==> config.mk <==
export PLATFORM = sky130hd
export DESIGN_NAME = ppi_bus_master_flat
export DESIGN_NICKNAME = d
export VERILOG_FILES = /design/src/rtl/ppi_pkg.sv /design/src/rtl/ppi_bus_master_if.sv /design/src/rtl/ppi_cycle_timer.sv /design/src/rtl/ppi_bus_master.sv /design/src/flat_wrapper.sv
export SDC_FILE = /design/constraint.sdc
export NUM_CORES = 1
export LEC_CHECK = 0
export ABC_AREA = 0
export CAP_MARGIN = 20
export CORE_UTILIZATION = 40
export DETAILED_ROUTE_END_ITERATION = 16
export DONT_BUFFER_PORTS = 1
export PLACE_DENSITY_LB_ADDON = 0.12
export SETUP_SLACK_MARGIN = 0.02
export SYNTH_ARGS = -nofsm -noshare
export SYNTH_HDL_FRONTEND = slang
export SYNTH_SLANG_ARGS = --single-unit
==> constraint.sdc <==
create_clock -name clk -period 3.8 [get_ports clk]
set_input_delay 1.14 -clock clk [delete_from_list [all_inputs] [get_ports clk]]
set_output_delay 1.14 -clock clk [all_outputs]
set_load 0.02 [all_outputs]
==> src/rtl/ppi_pkg.sv <==
// Shared definitions for the PPI bus-cycle initiator and host-side models:
// bus-cycle phases, PPI register selects, control-word bits and phase helpers.
package ppi_pkg;

   // Bus-cycle phases, in the order one cycle walks through them.
   typedef enum logic [2:0] {
      IDLE,
      SETUP,
      STROBE,
      HOLD,
      RECOVER
   } ppi_state_t;

   // PPI register select values driven on A[1:0].
   localparam logic [1:0] PPI_PORT_A = 2'b00;
   localparam logic [1:0] PPI_PORT_B = 2'b01;
   localparam logic [1:0] PPI_PORT_C = 2'b10;
   localparam logic [1:0] PPI_CTRL   = 2'b11;

   // Control-word layout: bit 7 set selects mode-set, clear selects bit set/reset.
   localparam int         CW_MODE_SET_BIT = 7;
   localparam logic [7:0] CW_MODE_SET     = 8'h80;

   // Level seen on D when nobody drives it (pulled-up bus).
   localparam logic [7:0] BUS_IDLE = 8'hFF;

   // Phase lengths must fit the 4-bit phase counter and last at least one cycle.
   function automatic logic phase_len_ok(input int n);
      return (n >= 1) && (n <= 15);
   endfunction

   // Counter load value for a phase lasting n cycles.
   function automatic logic [3:0] phase_load(input int n);
      return 4'(n - 1);
   endfunction

endpackage

==> src/rtl/ppi_bus_master_if.sv <==
// Request/response channel plus the 8255-style PPI processor bus.
// The shared data bus D is resolved here from the master's and the PPI's
// output enables; with neither enabled the bus floats to its pulled-up level.
interface ppi_bus_master_if;
   import ppi_pkg::*;

   // Host request / response channel
   logic       req_valid;
   logic       req_ready;
   logic       req_write;
   logic [1:0] req_addr;
   logic [7:0] req_wdata;
   logic       rsp_valid;
   logic [7:0] rsp_rdata;

   // PPI processor bus
   logic       CS_n;
   logic       RD_n;
   logic       WR_n;
   logic [1:0] A;
   logic [7:0] D;

   // Per-side drivers of D
   logic [7:0] d_out;     // master write data
   logic       d_oe;      // master drives D
   logic [7:0] ppi_dout;  // PPI read data
   logic       ppi_oe;    // PPI drives D

   // Master has priority; it never enables during reads, so the two never overlap.
   assign D = d_oe ? d_out : (ppi_oe ? ppi_dout : BUS_IDLE);

   modport master (
      input  req_valid, req_write, req_addr, req_wdata, D,
      output req_ready, rsp_valid, rsp_rdata,
      output CS_n, RD_n, WR_n, A, d_out, d_oe
   );

   modport slave (
      output req_valid, req_write, req_addr, req_wdata, ppi_dout, ppi_oe,
      input  req_ready, rsp_valid, rsp_rdata,
      input  CS_n, RD_n, WR_n, A, D, d_oe
   );

endinterface

==> src/rtl/ppi_cycle_timer.sv <==
// 4-bit loadable down-counter timing one bus-cycle phase. Loaded with N-1 on
// phase entry; done is high while the count sits at zero (last phase cycle).
module ppi_cycle_timer (
   input  logic       clk,
   input  logic       reset_n,
   input  logic       load,
   input  logic [3:0] load_val,
   output logic       done
);

   logic [3:0] count;

   // Load on phase entry, otherwise count down and park at zero.
   always_ff @(posedge clk or negedge reset_n) begin
      // NOTE: sequential state uses non-blocking assignments so every flop samples pre-edge values.
      if (!reset_n) begin
         count <= 4'd0;
      end else if (load) begin
         count <= load_val;
      end else if (count != 4'd0) begin
         count <= count - 4'd1;
      end
   end

   assign done = (count == 4'd0);

endmodule

==> src/rtl/ppi_bus_master.sv <==
// Converts one valid/ready host request into one fully timed PPI read or
// write strobe cycle: SETUP -> STROBE -> HOLD -> RECOVER -> IDLE.
// Every bus output comes straight from a flop so strobes cannot glitch.
module ppi_bus_master
   import ppi_pkg::*;
#(
   parameter int SETUP_CYC    = 1,
   parameter int STROBE_CYC   = 2,
   parameter int HOLD_CYC     = 1,
   parameter int RECOVERY_CYC = 1
) (
   input  logic             clk,
   input  logic             reset_n,
   ppi_bus_master_if.master bus
);

   // Reject phase lengths the 4-bit phase counter cannot represent.
   if (!phase_len_ok(SETUP_CYC) || !phase_len_ok(STROBE_CYC) ||
       !phase_len_ok(HOLD_CYC)  || !phase_len_ok(RECOVERY_CYC)) begin : g_cfg_error
      $error("ppi_bus_master: SETUP/STROBE/HOLD/RECOVERY_CYC must each be in 1..15");
   end

   ppi_state_t state;
   logic       is_write;
   logic       cs_n_q;
   logic       rd_n_q;
   logic       wr_n_q;
   logic [1:0] a_q;
   logic [7:0] d_q;
   logic       d_oe_q;
   logic       ready_q;
   logic       rsp_valid_q;
   logic [7:0] rdata_q;

   logic       accept;
   logic       phase_done;
   logic       tmr_load;
   logic [3:0] tmr_val;

   // ready_q is high exactly while idle, so this is the IDLE-state handshake.
   assign accept = ready_q && bus.req_valid;

   ppi_cycle_timer u_timer (
      .clk      (clk),
      .reset_n  (reset_n),
      .load     (tmr_load),
      .load_val (tmr_val),
      .done     (phase_done)
   );

   // Load the phase timer with the length of the phase being entered.
   always_comb begin
      // NOTE: every output gets a default first so no path infers a latch.
      tmr_load = 1'b0;
      tmr_val  = 4'd0;
      case (state)
         IDLE: begin
            tmr_load = accept;
            tmr_val  = phase_load(SETUP_CYC);
         end
         SETUP: begin
            tmr_load = phase_done;
            tmr_val  = phase_load(STROBE_CYC);
         end
         STROBE: begin
            tmr_load = phase_done;
            tmr_val  = phase_load(HOLD_CYC);
         end
         HOLD: begin
            tmr_load = phase_done;
            tmr_val  = phase_load(RECOVERY_CYC);
         end
         default: begin
            tmr_load = 1'b0;
            tmr_val  = 4'd0;
         end
      endcase
   end

   // Phase sequencing with registered bus, handshake and response outputs.
   always_ff @(posedge clk or negedge reset_n) begin
      if (!reset_n) begin
         state       <= IDLE;
         is_write    <= 1'b0;
         cs_n_q      <= 1'b1;
         rd_n_q      <= 1'b1;
         wr_n_q      <= 1'b1;
         a_q         <= PPI_PORT_A;
         d_q         <= 8'h00;
         d_oe_q      <= 1'b0;
         ready_q     <= 1'b1;
         rsp_valid_q <= 1'b0;
         rdata_q     <= 8'h00;
      end else begin
         rsp_valid_q <= 1'b0;
         case (state)
            IDLE: begin
               if (accept) begin
                  state    <= SETUP;
                  is_write <= bus.req_write;
                  a_q      <= bus.req_addr;
                  d_q      <= bus.req_wdata;
                  d_oe_q   <= bus.req_write;
                  cs_n_q   <= 1'b0;
                  ready_q  <= 1'b0;
               end
            end
            SETUP: begin
               if (phase_done) begin
                  state  <= STROBE;
                  rd_n_q <= is_write;
                  wr_n_q <= !is_write;
               end
            end
            STROBE: begin
               if (phase_done) begin
                  state   <= HOLD;
                  rd_n_q  <= 1'b1;
                  wr_n_q  <= 1'b1;
                  // Sampled on the edge that raises RD_n, so the PPI still drives D.
                  rdata_q <= is_write ? 8'h00 : bus.D;
               end
            end
            HOLD: begin
               if (phase_done) begin
                  state       <= RECOVER;
                  cs_n_q      <= 1'b1;
                  d_oe_q      <= 1'b0;
                  rsp_valid_q <= 1'b1;
               end
            end
            RECOVER: begin
               if (phase_done) begin
                  state   <= IDLE;
                  ready_q <= 1'b1;
               end
            end
            default: begin
               state   <= IDLE;
               cs_n_q  <= 1'b1;
               rd_n_q  <= 1'b1;
               wr_n_q  <= 1'b1;
               d_oe_q  <= 1'b0;
               ready_q <= 1'b1;
            end
         endcase
      end
   end

   assign bus.req_ready = ready_q;
   assign bus.rsp_valid = rsp_valid_q;
   assign bus.rsp_rdata = rdata_q;
   assign bus.CS_n      = cs_n_q;
   assign bus.RD_n      = rd_n_q;
   assign bus.WR_n      = wr_n_q;
   assign bus.A         = a_q;
   assign bus.d_out     = d_q;
   assign bus.d_oe      = d_oe_q;

endmodule

==> src/flat_wrapper.sv <==
// flat-port wrapper written by rule: the top's interface ports become plain ports
module ppi_bus_master_flat import ppi_pkg::*;
#(
   parameter int SETUP_CYC    = 1,
   parameter int STROBE_CYC   = 2,
   parameter int HOLD_CYC     = 1,
   parameter int RECOVERY_CYC = 1
)
  (clk, reset_n, bus_req_valid, bus_req_write, bus_req_addr, bus_req_wdata, bus_req_ready, bus_rsp_valid, bus_rsp_rdata, bus_CS_n, bus_RD_n, bus_WR_n, bus_A, bus_d_out, bus_d_oe);
  ppi_bus_master_if bus_i ();
  input  logic clk;
  input  logic reset_n;
  input wire logic [$bits(bus_i.req_valid)-1:0] bus_req_valid;
  input wire logic [$bits(bus_i.req_write)-1:0] bus_req_write;
  input wire logic [$bits(bus_i.req_addr)-1:0] bus_req_addr;
  input wire logic [$bits(bus_i.req_wdata)-1:0] bus_req_wdata;
  output wire logic [$bits(bus_i.req_ready)-1:0] bus_req_ready;
  output wire logic [$bits(bus_i.rsp_valid)-1:0] bus_rsp_valid;
  output wire logic [$bits(bus_i.rsp_rdata)-1:0] bus_rsp_rdata;
  output wire logic [$bits(bus_i.CS_n)-1:0] bus_CS_n;
  output wire logic [$bits(bus_i.RD_n)-1:0] bus_RD_n;
  output wire logic [$bits(bus_i.WR_n)-1:0] bus_WR_n;
  output wire logic [$bits(bus_i.A)-1:0] bus_A;
  output wire logic [$bits(bus_i.d_out)-1:0] bus_d_out;
  output wire logic [$bits(bus_i.d_oe)-1:0] bus_d_oe;
  assign bus_i.req_valid = bus_req_valid;
  assign bus_i.req_write = bus_req_write;
  assign bus_i.req_addr = bus_req_addr;
  assign bus_i.req_wdata = bus_req_wdata;
  assign bus_req_ready = bus_i.req_ready;
  assign bus_rsp_valid = bus_i.rsp_valid;
  assign bus_rsp_rdata = bus_i.rsp_rdata;
  assign bus_CS_n = bus_i.CS_n;
  assign bus_RD_n = bus_i.RD_n;
  assign bus_WR_n = bus_i.WR_n;
  assign bus_A = bus_i.A;
  assign bus_d_out = bus_i.d_out;
  assign bus_d_oe = bus_i.d_oe;
  ppi_bus_master #(.SETUP_CYC(SETUP_CYC), .STROBE_CYC(STROBE_CYC), .HOLD_CYC(HOLD_CYC), .RECOVERY_CYC(RECOVERY_CYC)) u_core (.clk(clk), .reset_n(reset_n), .bus(bus_i));
endmodule
==> results.toml, run 1 <==
[global_route]
overflow = 0
grt_max_degree = 33
first_global_vias = 892
grt_pass1_wl_mm = 4.70
antenna_found_initial = 0
track_usage_pct = 15.6

[timing]
rsz0062_at_grt = "no"
setup_viol = 0
max_slew_margin_pct = 35.9
hold_viol_final = 0
fin_crit_sh_pct = 59.3
fmax_mhz = 443
clock_skew_ns = 0.00419
setup_tns_ns = 0
post-route-min-period_ns = 2.25
slew_violations = 0
tightest_slew_ns = 0.959

[floorplanning]
die_y_um = 63.8
io_pins = 38
core_area_um2 = 3660
dieArea_um2 = 4070
placement_rows = 22
start_util_pct = 41.7
die_x_um = 63.8

[finish]
layout_commonest_cell = "dfrtp_1"
nets = 140
final_cell_count_no_fill = 174
syn_to_final_growth_pct = 9.02
nFillCells = 332
num_antenna_cells = 0
final_area_um2 = 1660
drive_gt1_share_pct = 28.6
final_cell_mix = "dfrtp_1, mux2_2, nor2_1, nor2b_1, mux2_4"

[clocking]
post-cts-setup-buffers = 0
cts_hold_buffers = 0
tritoncts = "done"
numCtsBuffers = 5
path_clk_slew_ns = 0.07
clockBufferDepth = 2
clockRootBuffer = "clkbuf_8"
h-tree-depth = 2
cts_sinks = 32
ctsResizeCount = 0
clkLatencyLatePin_ns = 0.29

[logic_synthesis]
synth.top_cell.area_share_pct = 45.9
synth-xor-area-share_pct = 1.15
ys_types = 40
synth_edf_count = 0
yosys.area_share.adder_pct = 0.820
yosys.area_share.simple_pct = 15.1
async_flop_share_pct = 100
synth_seq_cells = 32
yosys_warnings = 9
synth_top_family_by_area = "multiplexers"
yosys-mux-area-fraction_pct = 16.6
syn_avg_cell_area_um2 = 12.2
ys.flop_type = "dfrtp_1"
yosysTopAreaCell = "dfrtp_1"
synth_nets = 140
netlist_area_um2 = 1530
synth_compound_area_share_pct = 9.84
synth_top_cells_by_area = "dfrtp_1, mux2_2, mux2_4"
synthCells = 125
ys_seq_area_share_pct = 52.8

[power_and_ir_drop]
clkPwrFrac_pct = 48.6
switching_share_pct = 19.4
leakagePower_uw = 0.000787
p_comb_share_pct = 0
p_per_area_nw_per_um2 = 399
ir_drop_mv = 0.200
power_switching_uw = 129
intPower_uw = 535
power_frac_seq_pct = 51.4

[detailed_routing]
dr.pass1.iters = 4
vias_per_cell = 5.72
drt_wl_total_mm = 2.80
ant_nets = 0
route.detailed.drc = 0
drt_iter0_drc = 39
wire_per_inst_um = 16.1
routed-via-count = 995

[setup_path]
start_kind = "flop"
max_stage_delay_ns = 0.58
critPathSlowestCell = "or3_1"
cp_cell_sequence = "inv_1, ha_1, or3b_4, or3_1, mux2_4"
cp.required_ns = 3.97
critical_path_class = "reg -> reg"
cp.arrival_ns = 2.42
worst_setup_path_end_kind = "flop"
worst-path-max-fanout = 8

[placed_design]
numPortBuffers = 0
gp_congestion = 0.703
dpl.hpwl_mm = 1.91
dpl.cell_count = 166
place_area_um2 = 1550

[status]
outcome = "finished, final reports clean"

[min_path]
hp-class = "in -> async"

[flow_run]
cap_violations = 0
final timing paths:
kind                                                           from                                  end  slack, ns  cells past startpoint
worst max-delay path            u_core.u_timer.count[0]$_DFFE_PN0P_  u_core.bus.rsp_rdata[7]$_DFFE_PN0P_       1.55                      5
max in group asynchronous                                   reset_n          u_core.bus.WR_n$_DFFE_PN1P_       3.07                      0
worst min register to register  u_core.u_timer.count[1]$_DFFE_PN0P_  u_core.u_timer.count[1]$_DFFE_PN0P_       0.60                      2
worst min-delay path                                        reset_n  u_core.u_timer.count[1]$_DFFE_PN0P_       0.54                      0
min in group clk                u_core.u_timer.count[1]$_DFFE_PN0P_  u_core.u_timer.count[1]$_DFFE_PN0P_       0.60                      2
worst max register to register  u_core.u_timer.count[0]$_DFFE_PN0P_  u_core.bus.rsp_rdata[7]$_DFFE_PN0P_       1.55                      5
logic make-up (layout without fill, tap and decap cells):
kind of cell	Yosys count	in the layout
compound gates	20	20
flops	32	32
xor+xnor	2	2
fa+ha+maj	1	1
simple gates	38	38
mux	20	20
buf+inv	12	13
power groups by stage:
| stage | Clock [µW] | Sequential, µW | Combinational (µW) |
|---|---|---|---|
| final | 322 | 341 | 0.128 |
| after global routing | 352 | 341 | 0.128 |
| after CTS | 333 | 341 | 0.128 |
| after detailed placement | 0 | 347 | 0.128 |
| after global placement | 0 | 347 | 0.128 |
| after floorplan | 0 | 347 | 0.128 |
state kept, by name (all words and copies together), names as in the netlist:
signal                cells
u_core.bus.d_oe           1
u_core.is_write           1
u_core.u_timer.count      4
u_core.bus.WR_n           1
u_core.bus.req_ready      1
u_core.bus.rsp_valid      1
u_core.bus.RD_n           1
u_core.state              3
u_core.bus.rsp_rdata      8
u_core.bus.A              2
u_core.bus.d_out          8
u_core.bus.CS_n           1
synth_stat cells (all sizes together) (2+ instances only):
cell and n:
dfrtp 28, mux2 19, nor2 8, nor2b 8
nor3 6, clkbuf 5, a21oi 4, dfstp 4
inv 4, buf 3, nand2b 3, o32a 3
a31oi 2, nand3b 2, o211ai 2, o22ai 2
xnor2 2
worst max-delay path: cells and delay by family (launching register included):
family,cells,cell delay (ns)
muxes,1,0.37
adders and majority gates,1,0.23
buffers and inverters,1,0.10
and+or+nand+nor,2,1.01
DFF,1,0.43
per-stage QoR:
| step | setup slack (ns) | hold WS [ns] | utilization [%] | power (µW) |
|---|---|---|---|---|
| finish | 1.55 | 0.542 | 45.5 | 663 |
| global route | 1.45 | 0.517 | 45.5 | 693 |
| CTS | 1.55 | 0.532 | 45.5 | 674 |
| detailed placement | 1.56 | 0.590 | 42.4 | 347 |
| global placement | 1.61 | 0.592 | 42.4 | 347 |
| floorplan | 1.57 | 0.550 | - | 347 |
metal layers:
| metal | routed length, µm | global-route usage [%] |
|---|---|---|
| met5 | 0 | 0 |
| met1 | 1280 | 19.7 |
| met3 | 229 | 8.04 |
| met4 | 57 | 7.67 |
| met2 | 1230 | 21.8 |
final cells by class:
cell class                 count  area [µm²]  share of cell area [%]
multi-input combinational     81         664                    39.9
tap                           48        60.1                    3.61
clock buffer                   5        68.8                    4.14
sequential                    32         806                    48.4
timing repair buffer           1        7.51                   0.451
clock inverter                 3        42.5                    2.56
inverter                       4        15.0                   0.902
Note: power is estimated with default switching activity, not from simulation.
==> run 2, diff against run 1 <==
--- a/config.mk
+++ b/config.mk
@@ -5,7 +5,7 @@
 export SDC_FILE = /design/constraint.sdc
 export NUM_CORES = 1
 export LEC_CHECK = 0
-export ABC_AREA = 0
+export ABC_AREA = 1
 export CAP_MARGIN = 20
 export CORE_UTILIZATION = 40
 export DETAILED_ROUTE_END_ITERATION = 16
==> constraint.sdc (replaced) <==
create_clock -name clk -period 2.05 [get_ports clk]
set_input_delay 0.615 -clock clk [delete_from_list [all_inputs] [get_ports clk]]
set_output_delay 0.615 -clock clk [all_outputs]
set_load 0.02 [all_outputs]
==> results.toml, run 2 <==
[flow_run]
cap_violations = 0

[floorplanning]
placement_rows = 21
start_util_pct = 42.6
die_x_um = 62.3
dieArea_um2 = 3890
io_pins = 38
die_y_um = 62.3
core_area_um2 = 3420

[logic_synthesis]
synth_top_cells_by_count = "nand2_1, dfrtp_1, nand3_1"
async_flop_share_pct = 100
yosys.area_share.adder_pct = 0.859
ys_types = 22
synth_compound_area_share_pct = 4.81
netlist_area_um2 = 1460
synth_top_cells_by_area = "dfrtp_1, nand2_1, dfstp_2"
yosys-mux-area-fraction_pct = 0
yosys.area_share.simple_pct = 33.3
ys_seq_area_share_pct = 55.3
synth_nets = 188
synth.most_common_cell = "nand2_1"
ys.flop_type = "dfrtp_1"
syn_avg_cell_area_um2 = 8.42
synth.top_cell.area_share_pct = 48.1
yosys_warnings = 9
synth_edf_count = 0
yosysTopAreaCell = "dfrtp_1"
synth_top_family_by_area = "simple AND/OR/NAND/NOR gates"
synth_seq_cells = 32
synth-xor-area-share_pct = 0.601
synthCells = 173

[finish]
nets = 193
regArea_um2 = 806
drive_gt1_share_pct = 12.3
layout_commonest_cell = "nand2_1"
multi_input_area_um2 = 577
utilization_pct = 45.9
syn_to_final_growth_pct = 7.56
final_cell_mix = "nand2_1, dfrtp_1, nand3_1, inv_1, o21ai_0"
num_antenna_cells = 0
nFillCells = 343

[setup_path]
critical_path_class = "reg -> reg"
r2r_start = "u_core.u_timer.count[0]$_DFFE_PN0P_"
cp.arrival_ns = 1.85
worst_setup_path_end_kind = "flop"
timing.rr.end = "u_core.state[1]$_DFFE_PN0P_"
reg2reg_depth = 8
start_kind = "flop"
reg2reg_slack_ns = 0.42
cp.required_ns = 2.27
worst-path-max-fanout = 16

[power_and_ir_drop]
leakagePower_uw = 0.000842
p_per_area_nw_per_um2 = 1630
p_comb_share_pct = 35.6
switching_share_pct = 47.2
ir_drop_mv = 0.775
power_frac_seq_pct = 51.3
clkPwrFrac_pct = 13.2
power_switching_uw = 1210
intPower_uw = 1350

[placed_design]
gp_congestion = 0.789
dp_worst_setup_slack_ns = 0.428
numPortBuffers = 0
dpl.hpwl_mm = 2.06

[timing]
slew_violations = 0
rsz0062_at_grt = "no"
tightest_slew_ns = 0.501
clock_skew_ns = 0.00849
fmax_mhz = 612
max_slew_margin_pct = 66.5
whs_ns = 0.0952
fin_ws_ns = 0.416
post-route-min-period_ns = 1.63
fin_crit_sh_pct = 79.7
hold_viol_final = 0
setup_tns_ns = 0
setup_viol = 0

[global_route]
track_usage_pct = 17.7
first_global_vias = 1117
antenna_found_initial = 0
grt_max_degree = 29
grt_pass1_wl_mm = 5.22
overflow = 0

[detailed_routing]
drt_wl_total_mm = 2.94
dr.pass1.iters = 4
ant_nets = 0
wire_per_inst_um = 13.1
vias_per_cell = 4.89
drt_iter0_drc = 31
routed-via-count = 1100
route.detailed.drc = 0

[clocking]
cts_sinks = 32
clockBufferDepth = 2
post-cts-setup-buffers = 0
clockRootBuffer = "clkbuf_4"
clkLatencyLatePin_ns = 0.32
h-tree-depth = 2
tritoncts = "done"
path_clk_slew_ns = 0.10
numCtsBuffers = 5

[status]
outcome = "finished, final reports clean"

[min_path]
hp-class = "in -> async"
-- run 2: how the worst max path moves through the flow --
stage	from	end	slack, ns
after detailed placement	u_core.u_timer.count[0]$_DFFE_PN0P_	u_core.state[1]$_DFFE_PN0P_	0.43
final	u_core.u_timer.count[0]$_DFFE_PN0P_	u_core.state[1]$_DFFE_PN0P_	0.42
after global placement	u_core.u_timer.count[0]$_DFFE_PN0P_	u_core.state[1]$_DFFE_PN0P_	0.53
after floorplan	u_core.u_timer.count[0]$_DFFE_PN0P_	u_core.u_timer.count[0]$_DFFE_PN0P_	0.75
after CTS	u_core.u_timer.count[0]$_DFFE_PN0P_	u_core.state[1]$_DFFE_PN0P_	0.41
after global routing	u_core.u_timer.count[0]$_DFFE_PN0P_	u_core.state[1]$_DFFE_PN0P_	0.21
-- run 2: cell families after synthesis --
group	count (synthesis)
and+or+nand+nor	107
DFF	32
buffers and inverters	18
AOI/OAI and AO/OA	14
xor gates and xnor gates	1
adders and majority gates	1
-- run 2: final cells by class --
cell class / count / share of cell area [%]
repair buffers: 1 / 1.28
flip-flops and latches: 32 / 51.4
multi-input cells: 123 / 36.8
clock buffers: 7 / 2.88
well taps: 46 / 3.67
inverters: 15 / 3.59
clock inverters: 1 / 0.319
-- run 2: power groups by stage --
| stage | combinational (µW) | clock [µW] | sequential [µW] |
|---|---|---|---|
| detailed placement | 902 | 0 | 1320 |
| finish | 909 | 336 | 1310 |
| CTS | 921 | 352 | 1310 |
| global placement | 862 | 0 | 1320 |
| global route | 1080 | 384 | 1340 |
| floorplan | 752 | 0 | 1270 |
-- run 2: critical path: stages, from the launching register on --
cell	delay [ns]
dfrtp_1	0.33
inv_1	0.07
ha_1	0.23
nand2_1	0.39
nand2_1	0.19
nand3_2	0.12
nand2_1	0.08
nand2_1	0.06
nand2_1	0.05
-- run 2: what timing repair did --
item,CTS,global route
resized for setup,0,0
hold buffers,1,0
endpoints found under the hold margin,28,0
-- run 2: per-layer routing --
layer	part of all wire, %	wire length (µm)	vias to the layer above	global-route usage [%]
met2	45	1310	35	27.6
met1	46	1350	505	21.2
met4	1.4	40	0	6.98
li1	-	-	555	-
met5	0	0	-	0
met3	8.0	236	5	8.27
-- run 2: through the flow --
stage / total power, µW / area (µm²) / instances
after CTS: 2580 / 1570 / 225
after global routing: 2800 / 1570 / 225
after floorplan: 2020 / 1460 / 173
final: 2550 / 1570 / 225
after detailed placement: 2220 / 1500 / 216
after global placement: 2180 / 1500 / 216
